File: src/rtl/morse_tx.sv
// Morse transmitter: turns one letter index (A-Z) into the timed on/off
// keying waveform on key_out. Every interval is counted in Morse units,
// each marked by a one-cycle tick from the shared prescaler.
module morse_tx #(
    parameter int DOT_UNITS  = 1,
    parameter int DASH_UNITS = 3,
    parameter int SYM_GAP    = 1,
    parameter int CHAR_GAP   = 3,
    parameter int CNT_BITS   = 4
) (
    input  logic       clk,
    input  logic       reset_n,
    input  logic       tick,
    input  logic       start,
    input  logic [4:0] char,
    output logic       key_out,
    output logic       busy,
    output logic       done,
    output logic       err
);

    typedef enum logic [1:0] {IDLE, MARK, SPACE, CGAP} state_t;

    localparam logic [CNT_BITS-1:0] DOT_CNT   = CNT_BITS'(DOT_UNITS);
    localparam logic [CNT_BITS-1:0] DASH_CNT  = CNT_BITS'(DASH_UNITS);
    localparam logic [CNT_BITS-1:0] SYM_CNT   = CNT_BITS'(SYM_GAP);
    localparam logic [CNT_BITS-1:0] CGAP_CNT  = CNT_BITS'(CHAR_GAP);
    localparam logic [CNT_BITS-1:0] ONE       = CNT_BITS'(1);

    // Code ROM: {index of last symbol, pattern}; pattern is MSB-first,
    // left-aligned, 1 = dash, 0 = dot.
    function automatic logic [5:0] code_rom(input logic [4:0] c);
        case (c)
            5'd0:    code_rom = {2'd1, 4'b0100};  // A .-
            5'd1:    code_rom = {2'd3, 4'b1000};  // B -...
            5'd2:    code_rom = {2'd3, 4'b1010};  // C -.-.
            5'd3:    code_rom = {2'd2, 4'b1000};  // D -..
            5'd4:    code_rom = {2'd0, 4'b0000};  // E .
            5'd5:    code_rom = {2'd3, 4'b0010};  // F ..-.
            5'd6:    code_rom = {2'd2, 4'b1100};  // G --.
            5'd7:    code_rom = {2'd3, 4'b0000};  // H ....
            5'd8:    code_rom = {2'd1, 4'b0000};  // I ..
            5'd9:    code_rom = {2'd3, 4'b0111};  // J .---
            5'd10:   code_rom = {2'd2, 4'b1010};  // K -.-
            5'd11:   code_rom = {2'd3, 4'b0100};  // L .-..
            5'd12:   code_rom = {2'd1, 4'b1100};  // M --
            5'd13:   code_rom = {2'd1, 4'b1000};  // N -.
            5'd14:   code_rom = {2'd2, 4'b1110};  // O ---
            5'd15:   code_rom = {2'd3, 4'b0110};  // P .--.
            5'd16:   code_rom = {2'd3, 4'b1101};  // Q --.-
            5'd17:   code_rom = {2'd2, 4'b0100};  // R .-.
            5'd18:   code_rom = {2'd2, 4'b0000};  // S ...
            5'd19:   code_rom = {2'd0, 4'b1000};  // T -
            5'd20:   code_rom = {2'd2, 4'b0010};  // U ..-
            5'd21:   code_rom = {2'd3, 4'b0001};  // V ...-
            5'd22:   code_rom = {2'd2, 4'b0110};  // W .--
            5'd23:   code_rom = {2'd3, 4'b1001};  // X -..-
            5'd24:   code_rom = {2'd3, 4'b1011};  // Y -.--
            5'd25:   code_rom = {2'd3, 4'b1100};  // Z --..
            default: code_rom = 6'd0;
        endcase
    endfunction

    state_t              state;
    logic [CNT_BITS-1:0] cnt;
    logic [1:0]          idx;
    logic [1:0]          last_idx;
    logic [3:0]          pattern;

    logic [5:0] rom_entry;
    logic       char_valid;
    logic [1:0] next_idx;
    logic       next_dash;

    // ROM lookup for the incoming char and the next symbol of the latched code.
    always_comb begin
        rom_entry  = code_rom(char);
        char_valid = (char <= 5'd25);
        next_idx   = idx + 2'd1;
        next_dash  = pattern[2'd3 - next_idx];
    end

    // Keying FSM: every output is a register updated together with the state.
    // NOTE: all state is assigned with <= so every register samples the
    // pre-edge values; mixing in blocking writes here would make the result
    // depend on statement order.
    always_ff @(posedge clk or negedge reset_n) begin
        if (!reset_n) begin
            state    <= IDLE;
            cnt      <= '0;
            idx      <= '0;
            last_idx <= '0;
            pattern  <= '0;
            key_out  <= 1'b0;
            busy     <= 1'b0;
            done     <= 1'b0;
            err      <= 1'b0;
        end else begin
            done <= 1'b0;
            err  <= 1'b0;
            case (state)
                IDLE: begin
                    if (start) begin
                        if (char_valid) begin
                            last_idx <= rom_entry[5:4];
                            pattern  <= rom_entry[3:0];
                            idx      <= '0;
                            cnt      <= rom_entry[3] ? DASH_CNT : DOT_CNT;
                            state    <= MARK;
                            key_out  <= 1'b1;
                            busy     <= 1'b1;
                        end else begin
                            err <= 1'b1;
                        end
                    end
                end
                MARK: begin
                    if (tick) begin
                        if (cnt != ONE) begin
                            cnt <= cnt - ONE;
                        end else begin
                            key_out <= 1'b0;
                            if (idx == last_idx) begin
                                state <= CGAP;
                                cnt   <= CGAP_CNT;
                            end else begin
                                state <= SPACE;
                                cnt   <= SYM_CNT;
                            end
                        end
                    end
                end
                SPACE: begin
                    if (tick) begin
                        if (cnt != ONE) begin
                            cnt <= cnt - ONE;
                        end else begin
                            idx     <= next_idx;
                            cnt     <= next_dash ? DASH_CNT : DOT_CNT;
                            state   <= MARK;
                            key_out <= 1'b1;
                        end
                    end
                end
                CGAP: begin
                    if (tick) begin
                        if (cnt != ONE) begin
                            cnt <= cnt - ONE;
                        end else begin
                            cnt   <= '0;
                            state <= IDLE;
                            busy  <= 1'b0;
                            done  <= 1'b1;
                        end
                    end
                end
                default: begin
                    state   <= IDLE;
                    key_out <= 1'b0;
                    busy    <= 1'b0;
                end
            endcase
        end
    end

endmodule

File: config.mk
export PLATFORM = sky130hd
export DESIGN_NAME = morse_tx
export DESIGN_NICKNAME = d
export VERILOG_FILES = /design/src/rtl/morse_tx.sv
export SDC_FILE = /design/constraint.sdc
export NUM_CORES = 1
export LEC_CHECK = 0
export CAP_MARGIN = 5
export CORE_MARGIN = 2
export CORE_UTILIZATION = 45
export CTS_BUF_LIST = sky130_fd_sc_hd__clkbuf_8
export DETAILED_ROUTE_END_ITERATION = 6
export HOLD_SLACK_MARGIN = 0.06
export PLACE_DENSITY = 0.65
export RECOVER_POWER = 25
export SLEW_MARGIN = 20
export SYNTH_ARGS = -nofsm -noshare
export SYNTH_HDL_FRONTEND = slang
export SYNTH_SLANG_ARGS = --single-unit
export TNS_END_PERCENT = 5
File: constraint.sdc
create_clock -name clk -period 1.9 [get_ports clk]
set_input_delay 0.19 -clock clk [delete_from_list [all_inputs] [get_ports clk]]
set_output_delay 0.19 -clock clk [all_outputs]
set_load 0.05 [all_outputs]
==> run_summary.xml <==
<?xml version="1.0" encoding="UTF-8"?>
<metrics>
  <group name="critical_path">
    <metric name="worst_ep_required_time" unit="ns">2.05</metric>
    <metric name="worst-setup-path-type" unit="">in -&gt; reg</metric>
    <metric name="launching_element_of_the_worst_setup_path" unit="">char[1]</metric>
    <metric name="reg2reg_from" unit="">cnt[1]</metric>
    <metric name="crit_path_end" unit="">pattern[1]</metric>
    <metric name="critical_path_arrival" unit="ns">1.88</metric>
    <metric name="path_max_fanout" unit="">4</metric>
    <metric name="worstReg2RegEnd" unit="">idx[0]</metric>
    <metric name="sort_of_element_at_the_end_of_the_critical_path" unit="">register</metric>
    <metric name="r2r.worst_path.cells" unit="">6</metric>
    <metric name="setup.reg_to_reg.worst_slack" unit="ns">0.20</metric>
    <metric name="worstSetupStartpointType" unit="">input pin</metric>
  </group>
  <group name="layout">
    <metric name="final_cells" unit="">202</metric>
    <metric name="area_used_by_multi_input_combinational_logic" unit="um^2">759</metric>
    <metric name="syn2layout_area_growth" unit="%">26.6</metric>
    <metric name="final.fill_count" unit="">231</metric>
    <metric name="post_route_cells_drive_above_1_share" unit="%">21.6</metric>
    <metric name="stdcell_area" unit="um^2">1630</metric>
    <metric name="final-seq-area" unit="um^2">450</metric>
    <metric name="diodes" unit="">0</metric>
    <metric name="fin_util" unit="%">59.7</metric>
    <metric name="finish.net_count" unit="">188</metric>
  </group>
  <group name="placed_design">
    <metric name="gp_congestion" unit="">0.874</metric>
    <metric name="placement.cell_area" unit="um^2">1570</metric>
    <metric name="count_of_input_and_output_buffers" unit="">12</metric>
    <metric name="place.detailed.hpwl" unit="um">2270</metric>
    <metric name="dp.cells" unit="">198</metric>
  </group>
  <group name="drt">
    <metric name="route.vias.total" unit="">1163</metric>
    <metric name="route.final.wire_length" unit="um">2870</metric>
    <metric name="route.detailed.vias_per_inst" unit="">5.76</metric>
    <metric name="drt_iter0_drc" unit="">46</metric>
    <metric name="route.antenna.remaining_nets" unit="">0</metric>
    <metric name="post-route-drc-count" unit="">0</metric>
    <metric name="avgRoutedWirePerCell" unit="um">14.2</metric>
    <metric name="drt_first_pass_iters" unit="">4</metric>
  </group>
  <group name="floorplan">
    <metric name="die_width" unit="um">57.5</metric>
    <metric name="fp.dieH" unit="um">57.5</metric>
    <metric name="core_area" unit="um^2">2730</metric>
    <metric name="die_area" unit="um^2">3310</metric>
    <metric name="num_rows" unit="">19</metric>
    <metric name="top_level_ports" unit="">13</metric>
    <metric name="initial_standard_cell_utilization_of_the_core" unit="%">47.2</metric>
  </group>
  <group name="timing">
    <metric name="setup_repair_after_global_routing_missed_its_margin" unit="">no</metric>
    <metric name="final.setup_skew" unit="ns">0.00613</metric>
    <metric name="fmax" unit="GHz">0.575</metric>
    <metric name="max-slew-margin-rel" unit="%">36.9</metric>
    <metric name="max_slew.worst_pin.slew" unit="ns">0.947</metric>
    <metric name="final_max_slew_viol_count" unit="">0</metric>
    <metric name="finalSetupViolations" unit="">0</metric>
    <metric name="min_period_over_period" unit="%">91.5</metric>
    <metric name="post-route-min-period" unit="ns">1.74</metric>
    <metric name="hold_violations" unit="">0</metric>
  </group>
  <group name="synthesis">
    <metric name="ys_types" unit="">46</metric>
    <metric name="synth-edff-count" unit="">0</metric>
    <metric name="synth_async_sr_flop_share" unit="%">100</metric>
    <metric name="synthesis.yosys.warnings" unit="">0</metric>
    <metric name="post_synthesis_mean_instance_area" unit="um^2">9.15</metric>
    <metric name="cells_taking_the_most_area_after_synthesis" unit="">sky130_fd_sc_hd__dfrtp_1, sky130_fd_sc_hd__mux4_2, sky130_fd_sc_hd__ha_1, sky130_fd_sc_hd__nand2_1, sky130_fd_sc_hd__o21ai_0</metric>
    <metric name="post_synthesis_sequential_area_ratio" unit="%">34.9</metric>
    <metric name="postSynthCellCount" unit="">141</metric>
    <metric name="synth_top_cells_by_count" unit="">sky130_fd_sc_hd__dfrtp_1, sky130_fd_sc_hd__nand2_1, sky130_fd_sc_hd__inv_1</metric>
    <metric name="synthMostInstantiatedCell" unit="">sky130_fd_sc_hd__dfrtp_1</metric>
    <metric name="synth-main-ff-cell" unit="">sky130_fd_sc_hd__dfrtp_1</metric>
    <metric name="synth.largest_area_cell" unit="">sky130_fd_sc_hd__dfrtp_1</metric>
    <metric name="mappedNetlistArea" unit="um^2">1290</metric>
    <metric name="post_synthesis_register_bit_count" unit="">18</metric>
    <metric name="synth_top_area_share" unit="%">34.9</metric>
    <metric name="postSynthNetCount" unit="">157</metric>
  </group>
  <group name="clocking">
    <metric name="cts_max_path_buffers" unit="">2</metric>
    <metric name="cts_tree" unit="">built</metric>
    <metric name="cts_buffer_count" unit="">3</metric>
    <metric name="clock_sinks" unit="">18</metric>
    <metric name="cts.root.buffer_cell" unit="">sky130_fd_sc_hd__clkbuf_8</metric>
    <metric name="clk_pin_slew" unit="ns">0.06</metric>
    <metric name="htreeDepth" unit="">1</metric>
    <metric name="clock_insertion_delay_worst_skew" unit="ns">0.26</metric>
    <metric name="post-cts-setup-buffer-count" unit="">0</metric>
  </group>
  <group name="job">
    <metric name="drv_cap" unit="">0</metric>
  </group>
  <group name="power_and_ir_drop">
    <metric name="p_leak" unit="nW">0.733</metric>
    <metric name="power.ir.vdd_worst" unit="V">0.000954</metric>
    <metric name="report.power.total" unit="mW">2.01</metric>
    <metric name="power_density" unit="nW/um^2">1230</metric>
  </group>
  <group name="global_routing">
    <metric name="antenna_violations_before_repair" unit="">0</metric>
    <metric name="grt_start_max_net_pins" unit="">19</metric>
    <metric name="track_usage" unit="%">19.2</metric>
    <metric name="first_global_vias" unit="">1138</metric>
    <metric name="globalRoute.totalOverflow" unit="">0</metric>
    <metric name="grt_first_pass_wirelength" unit="um">4930</metric>
  </group>
  <group name="run_status">
    <metric name="run_status" unit="">finished clean</metric>
  </group>
  <group name="hold_path">
    <metric name="hold_class" unit="">reg -&gt; reg</metric>
  </group>
</metrics>
==> worst min path at each step <==
stage / from / to / slack [ns] / cells after the start
after floorplan: reset_n / busy / -0.11 / 0
after global placement: pattern[1] / pattern[1] / 0.46 / 1
after CTS: reset_n / cnt[0] / 0.26 / 2
after global routing: pattern[1] / pattern[1] / 0.51 / 1
after detailed placement: pattern[1] / pattern[1] / 0.47 / 1
final: pattern[1] / pattern[1] / 0.49 / 1
==> critical path: stages <==
cell	delay, ns
sky130_fd_sc_hd__clkdlybuf4s50_1	0.52
sky130_fd_sc_hd__inv_1	0.10
sky130_fd_sc_hd__ha_1	0.20
sky130_fd_sc_hd__buf_4	0.14
sky130_fd_sc_hd__mux4_2	0.43
sky130_fd_sc_hd__nor2_1	0.09
sky130_fd_sc_hd__a211oi_1	0.05
sky130_fd_sc_hd__a21o_1	0.16
==> cells in the final DEF (no fill, tap or decap), types with 4 or more instances in the layout <==
master                             n
sky130_fd_sc_hd__buf_4            22
sky130_fd_sc_hd__dfrtp_1          18
sky130_fd_sc_hd__nand2_1          16
sky130_fd_sc_hd__inv_1            10
sky130_fd_sc_hd__clkdlybuf4s50_1  10
sky130_fd_sc_hd__o21ai_0           9
sky130_fd_sc_hd__a21oi_1           8
sky130_fd_sc_hd__nor2_1            7
sky130_fd_sc_hd__ha_1              7
sky130_fd_sc_hd__nand3_1           5
sky130_fd_sc_hd__mux4_2            4
sky130_fd_sc_hd__clkbuf_8          4
==> what timing repair did <==
| action | in CTS | in global routing |
|---|---|---|
| gates resized for setup | 0 | 4 |
| setup endpoints to repair | 0 | 7 |
| hold endpoints to repair | 0 | 0 |
| hold buffers | 0 | 0 |
==> flip-flops by register name (all words and copies together), names as in the netlist <==
signal,cells
err,1
pattern,4
busy,1
state,2
cnt,4
last_idx,2
done,1
key_out,1
idx,2
==> routing by layer <==
layer  global-route usage (%)  up-vias  part of all wire [%]
li1                         -      576                     -
met2                     37.0       29                    53
met1                     20.9      551                    41
met3                     2.72        7                   3.5
met5                        0        -                     0
met4                     6.98        0                   1.8
==> area by class of cell <==
cell class              instances  share of cell area [%]
multi-input cells             104                    46.5
flip-flops and latches         18                    27.6
repair buffers                 35                    17.9
clock buffers                   4                    3.37
well taps                      31                    2.38
inverters                      10                    2.30
==> power breakdown <==
group	total, mW	switching [mW]	internal (mW)
Clock	0.312	0.128	0.184
Sequential	0.669	0.126	0.543
Combinational	1.03	0.539	0.494
Total	2.01	0.793	1.22
==> stage by stage <==
stage | setup slack, ns | TNS (ns) | hold WS (ns)
after detailed placement | -0.195 | -1.21 | 0.472
final | 0.162 | 0 | 0.486
after global routing | 0.00879 | 0 | 0.507
after global placement | -0.120 | -0.655 | 0.459
after CTS | 0.0652 | 0 | 0.261
after floorplan | 0.235 | 0 | -0.106
==> cells by family (layout without fill, tap and decap cells) <==
family / count (synthesis) / count (layout) / synth area share [%]
and+or+nand+nor: 47 / 47 / 18.8
AOI/OAI and AO/OA: 40 / 40 / 21.0
buffers and inverters: 19 / 49 / 6.98
DFF: 18 / 18 / 34.9
adders and majority gates: 9 / 9 / 8.34
muxes: 6 / 6 / 8.63
xor gates and xnor gates: 2 / 2 / 1.36
Note: power is estimated with default switching activity, not from simulation.
==> edit 1 (same settings) <==
The 4 states of `state_t` get a one-hot encoding in 4 bits.
--- a/src/rtl/morse_tx.sv
+++ b/src/rtl/morse_tx.sv
@@ -19,7 +19,7 @@
     output logic       err
 );
 
-    typedef enum logic [1:0] {IDLE, MARK, SPACE, CGAP} state_t;
+    typedef enum logic [3:0] {IDLE = 4'b0001, MARK = 4'b0010, SPACE = 4'b0100, CGAP = 4'b1000} state_t;
 
     localparam logic [CNT_BITS-1:0] DOT_CNT   = CNT_BITS'(DOT_UNITS);
     localparam logic [CNT_BITS-1:0] DASH_CNT  = CNT_BITS'(DASH_UNITS);
Behaviour: same outputs for any inputs over 10 cycles, from zero or initial values and one cycle with reset_n low; not proved beyond that.
==> edit 1 against the original RTL <==
  * Sequential cell count is 2 higher
  * Cell area up 15%
  * Area after synthesis rose by 25%
  * Total power fell by 5.0%
  * Critical path depth down 2
  * Non-clock buffer count down 4
  * Wire length grew 11%
  * Global-route usage is 1.7 points lower
  * Setup slack got worse by 0.086 ns
  * Count of clock-buffer cells in the layout decreased by 1
==> edit 1: results (changes against the original RTL) <==
Cells and area
  • Nets: 221 (was 188)
  • Share of layout cells above drive strength 1: 20.1% (was 21.6%)
  • Regs by FF count: cnt (4), pattern (4), state (4) (was cnt (4), pattern (4))

Worst hold path
  • Hold depth: 2 (was 1)

Power
  • P per Cell Area: 1020 nW/um2 (was 1230 nW/um2)
  • P_int: 1130 uW (was 1220 uW)
  • VDD IR max: 0.429 mV (was 0.954 mV)
  • Combinational Power Share: 50.2% (was 51.3%)
  • Clock-net power: 279 uW (was 312 uW)
  • Lkg Pwr: 0.000806 uW (was 0.000733 uW)

Critical path
  • Reg2Reg Setup Slack: 0.17 ns (was 0.20 ns)
  • Crit. Startpoint: char[0] (was char[1])
  • R2R depth: 5 (was 6)
  • Worst EP arrival: 1.97 ns (was 1.88 ns)
  • Worst R2R Start: state[2]$_DFFE_PN0P_ (was cnt[1]$_DFFE_PN0P_)
  • CP max FO: 5 (was 4)
  • Capturing point of the worst reg2reg path: cnt[2]$_DFFE_PN0P_ (was idx[0]$_DFFE_PN0P_)
  • Worst setup endpoint: pattern[3]$_DFFE_PN0P_ (was pattern[1]$_DFFE_PN0P_)
  • Max incr delay on CP: 0.56 ns (was 0.52 ns)

Route
  • WL per Instance: 12.7 um (was 14.2 um)
  • Vias: 1355 (was 1163)
  • Drt initial violations: 60 (was 46)

Placed design
  • HPWL after DPL: 2530 um (was 2270 um)
  • GPL Wtd Cong: 0.859 (was 0.874)

Logic synthesis
  • Yosys cell types: 49 (was 46)
  • Area contributors post-synth: dfrtp_1 30%, ha_1 5.5%, a21oi_1 4.7% (was dfrtp_1 35%, mux4_2 7.0%, ha_1 6.8%)
  • Commonest cells post-synth: 20 x nand2_1, 19 x dfrtp_1, 17 x nor2_1 (was 18 x dfrtp_1, 16 x nand2_1, 10 x inv_1)

Status
  • Status: completed (unchanged)

GRT
  • First-pass GRT wire length: 5760 um (was 4930 um)

STA
  • Slew @ Worst Pin: 1.08 ns (was 0.947 ns)
edit 1: cell count changes in the layout (fill, tap and decap cells not counted), moves of 3 or more:
| cell | before | now |
|---|---|---|
| a21oi_1 | 8 | 15 |
| mux2i_1 | 1 | 5 |
| o21ai_1 | 0 | 5 |
| nor2b_1 | 1 | 4 |
| buf_4 | 22 | 18 |
| nor2_1 | 7 | 17 |
| nor3_1 | 2 | 5 |
| nand2_1 | 16 | 20 |
edit 1: critical path: cells and delay by family:
kind            cells  cell delay, ns
fa+ha+maj           1            0.30
buf+inv             2            0.65
compound gates      1            0.08
mux                 2            0.76
edit 1: layout make-up:
type	instances	area [um2]
fill	289	1510
multi-input combinational	141	986
sequential	20	502
timing repair buffer	31	259
tap	46	57.6
clock buffer	3	41.3
inverter	8	30.0
clock inverter	1	3.75
edit 1: layer usage:
layer  part of all wire (%)  up-vias  track usage (%)  wire [um]
li1                       -      689                -          -
met1                     45      640             20.3       1430
met2                     51       17             32.6       1620
met3                    2.4        9             3.70         75
met4                    1.6        0             4.08         50
met5                      0        -                0          0
edit 1: per-stage QoR:
stage                     std cells  hold slack [ns]  instance area, um2  setup slack (ns)
after global placement          246            0.468                1840            -0.132
after floorplan                 180           -0.106                1610             0.191
after global routing            250            0.508                1880           0.00568
after CTS                       250            0.283                1880            0.0760
after detailed placement        246            0.480                1840            -0.202
final                           250            0.497                1880            0.0763
edit 1: cells by family (layout without fill, tap and decap cells):
group / after synthesis / after routing / synth area share [%]
flip-flops: 20 / 20 / 31.2
adder cells (fa/ha/maj): 7 / 7 / 5.45
buffers and inverters: 19 / 43 / 7.40
AND/OR/NAND/NOR: 71 / 71 / 24.3
AO/OA/AOI/OAI: 50 / 50 / 20.8
XOR/XNOR: 3 / 3 / 2.10
multiplexers: 10 / 10 / 8.72
==> edit 2 (same settings) <==
Without the edit above. `CNT_BITS`: 4 -> 6.
--- a/src/rtl/morse_tx.sv
+++ b/src/rtl/morse_tx.sv
@@ -6,7 +6,7 @@
     parameter int DASH_UNITS = 3,
     parameter int SYM_GAP    = 1,
     parameter int CHAR_GAP   = 3,
-    parameter int CNT_BITS   = 4
+    parameter int CNT_BITS   = 6
 ) (
     input  logic       clk,
     input  logic       reset_n,
Formal check against the unedited RTL: same outputs for any inputs over 10 cycles, from zero or initial values and one cycle with reset_n low; that may be too few to reach the edited logic, so the function may still have changed.
==> edit 2 against the original RTL <==
  * Via count rose by 13%
  * Setup slack got worse by 0.074 ns
  * Sequential power rose by 12%
  * Total power fell by 0.30%
  * Count of clock-buffer cells in the layout fell by 1
  * Cell area rose by 11%
  * Combinational power fell by 4%
  * Sequential share of layout area barely moved
  * Sequential cell count rose by 2
  * Area after synthesis rose by 12%
  * Highest routed layer unchanged
  * Wire length rose by 15%
  * Global-route usage rose by 1.4 points
==> edit 2: results (changes against the original RTL) <==
GRT
  • Vias in the first global route: 1331 (was 1138)
  • First-pass GRT wire length: 5710 um (was 4930 um)
  • GRT Total Usage: 20.5% (was 19.2%)
  • M2 GR Usage: 36.6% (was 37.0%)
  • Met1 Track Usage GR: 25.0% (was 20.9%)
  • Largest net degree at the start of global routing: 21 (was 19)

Route
  • Vias per cell: 5.52 (was 5.76)
  • Met3 WL: 79 um (was 100 um)
  • Drt initial violations: 48 (was 46)
  • Routed wl met2: 1680 um (was 1530 um)
  • Final wirelength: 3290 um (was 2870 um)
  • Met1 Wirelength: 1470 um (was 1180 um)

Status
  • Status: completed (unchanged)

STA
  • Clock Skew: 0.00573 ns (was 0.00613 ns)
  • Slew @ Worst Pin: 1.05 ns (was 0.947 ns)

Logic synthesis
  • Post-Synth XOR/XNOR Area: 2.43% (was 1.36%)
  • Complex-gate fraction of the synthesized area: 25.6% (was 21.0%)
  • Mapped Area: 1440 um2 (was 1290 um2)
  • Post-Synth Adder-Cell Area: 8.49% (was 8.34%)
  • Register area share after synthesis: 34.7% (was 34.9%)
  • Yosys cell types: 49 (was 46)
  • Commonest cells post-synth: 20 x dfrtp_1, 18 x nand2_1, 15 x nor2_1 (was 18 x dfrtp_1, 16 x nand2_1, 10 x inv_1)
  • Mean Syn Cell Area: 8.70 um2 (was 9.15 um2)
  • Post-synthesis mux area share: 5.11% (was 8.63%)
  • Area contributors post-synth: dfrtp_1 35%, ha_1 7.8%, nand2_1 4.7% (was dfrtp_1 35%, mux4_2 7.0%, ha_1 6.8%)
  • Syn Nets: 184 (was 157)

Cells and area
  • Num sequential: 20 (was 18)
  • Area added between synthesis and finish: 25.6% (was 26.6%)
  • Register area: 500 um2 (was 450 um2)
  • Regs by FF count: cnt (6), pattern (4) (was cnt (4), pattern (4))
  • Multi-input gate area: 868 um2 (was 759 um2)
  • Clock-cell share of area: 2.28% (was 3.37%)
  • NonClk Buf Share: 16.9% (was 17.9%)
  • Nets: 215 (was 188)
  • Non-clk invs: 11 (was 10)
  • Multi-input gate count: 127 (was 104)
  • Non-Filler Instances: 239 (was 202)
  • Fillers: 285 (was 231)
  • Number of non-clock buffers: 34 (was 35)
  • Share of layout cells above drive strength 1: 17.9% (was 21.6%)

Critical path
  • Delay-heaviest family, CP: compound AO/OA/AOI/OAI gates (was buffers and inverters)
  • Worst EP arrival: 1.96 ns (was 1.88 ns)
  • CP max FO: 5 (was 4)

Clock network
  • Htree depth: 1 (unchanged)

Power
  • Seq power: 748 uW (was 669 uW)
  • Combinational Power Share: 49.3% (was 51.3%)
  • P per Cell Area: 1110 nW/um2 (was 1230 nW/um2)
  • Lkg Pwr: 0.000808 uW (was 0.000733 uW)
  • Switching Share: 40.4% (was 39.4%)
  • VDD IR max: 0.382 mV (was 0.954 mV)

Placed design
  • Post-Place Cell Area: 1770 um2 (was 1570 um2)
  • GPL Wtd Cong: 0.857 (was 0.874)
  • Pre-CTS WS: -0.225 ns (was -0.195 ns)
  • HPWL after DPL: 2650 um (was 2270 um)
edit 2: cell types whose count changed in the layout (fill, tap and decap cells not counted), moves of 3 or more:
| cell | unedited run | this run |
|---|---|---|
| mux4_2 | 4 | 0 |
| o21ai_0 | 9 | 12 |
| nand2b_1 | 3 | 0 |
| mux2i_1 | 1 | 4 |
| nor2_1 | 7 | 15 |
| buf_4 | 22 | 19 |
edit 2: path summary, 6_finish.rpt:
check	start	to	slack (ns)	depth (start not counted)
max	char[0]	cnt[5]$_DFFE_PN0P_	0.09	7
min	pattern[1]$_DFFE_PN0P_	pattern[1]$_DFFE_PN0P_	0.50	2
max reg2reg	cnt[1]$_DFFE_PN0P_	idx[0]$_DFFE_PN0P_	0.22	5
min reg2reg	pattern[1]$_DFFE_PN0P_	pattern[1]$_DFFE_PN0P_	0.50	2
max in group asynchronous	reset_n	state[0]$_DFFE_PN0P_	0.63	2
min in group asynchronous	reset_n	cnt[0]$_DFFE_PN0P_	0.64	2
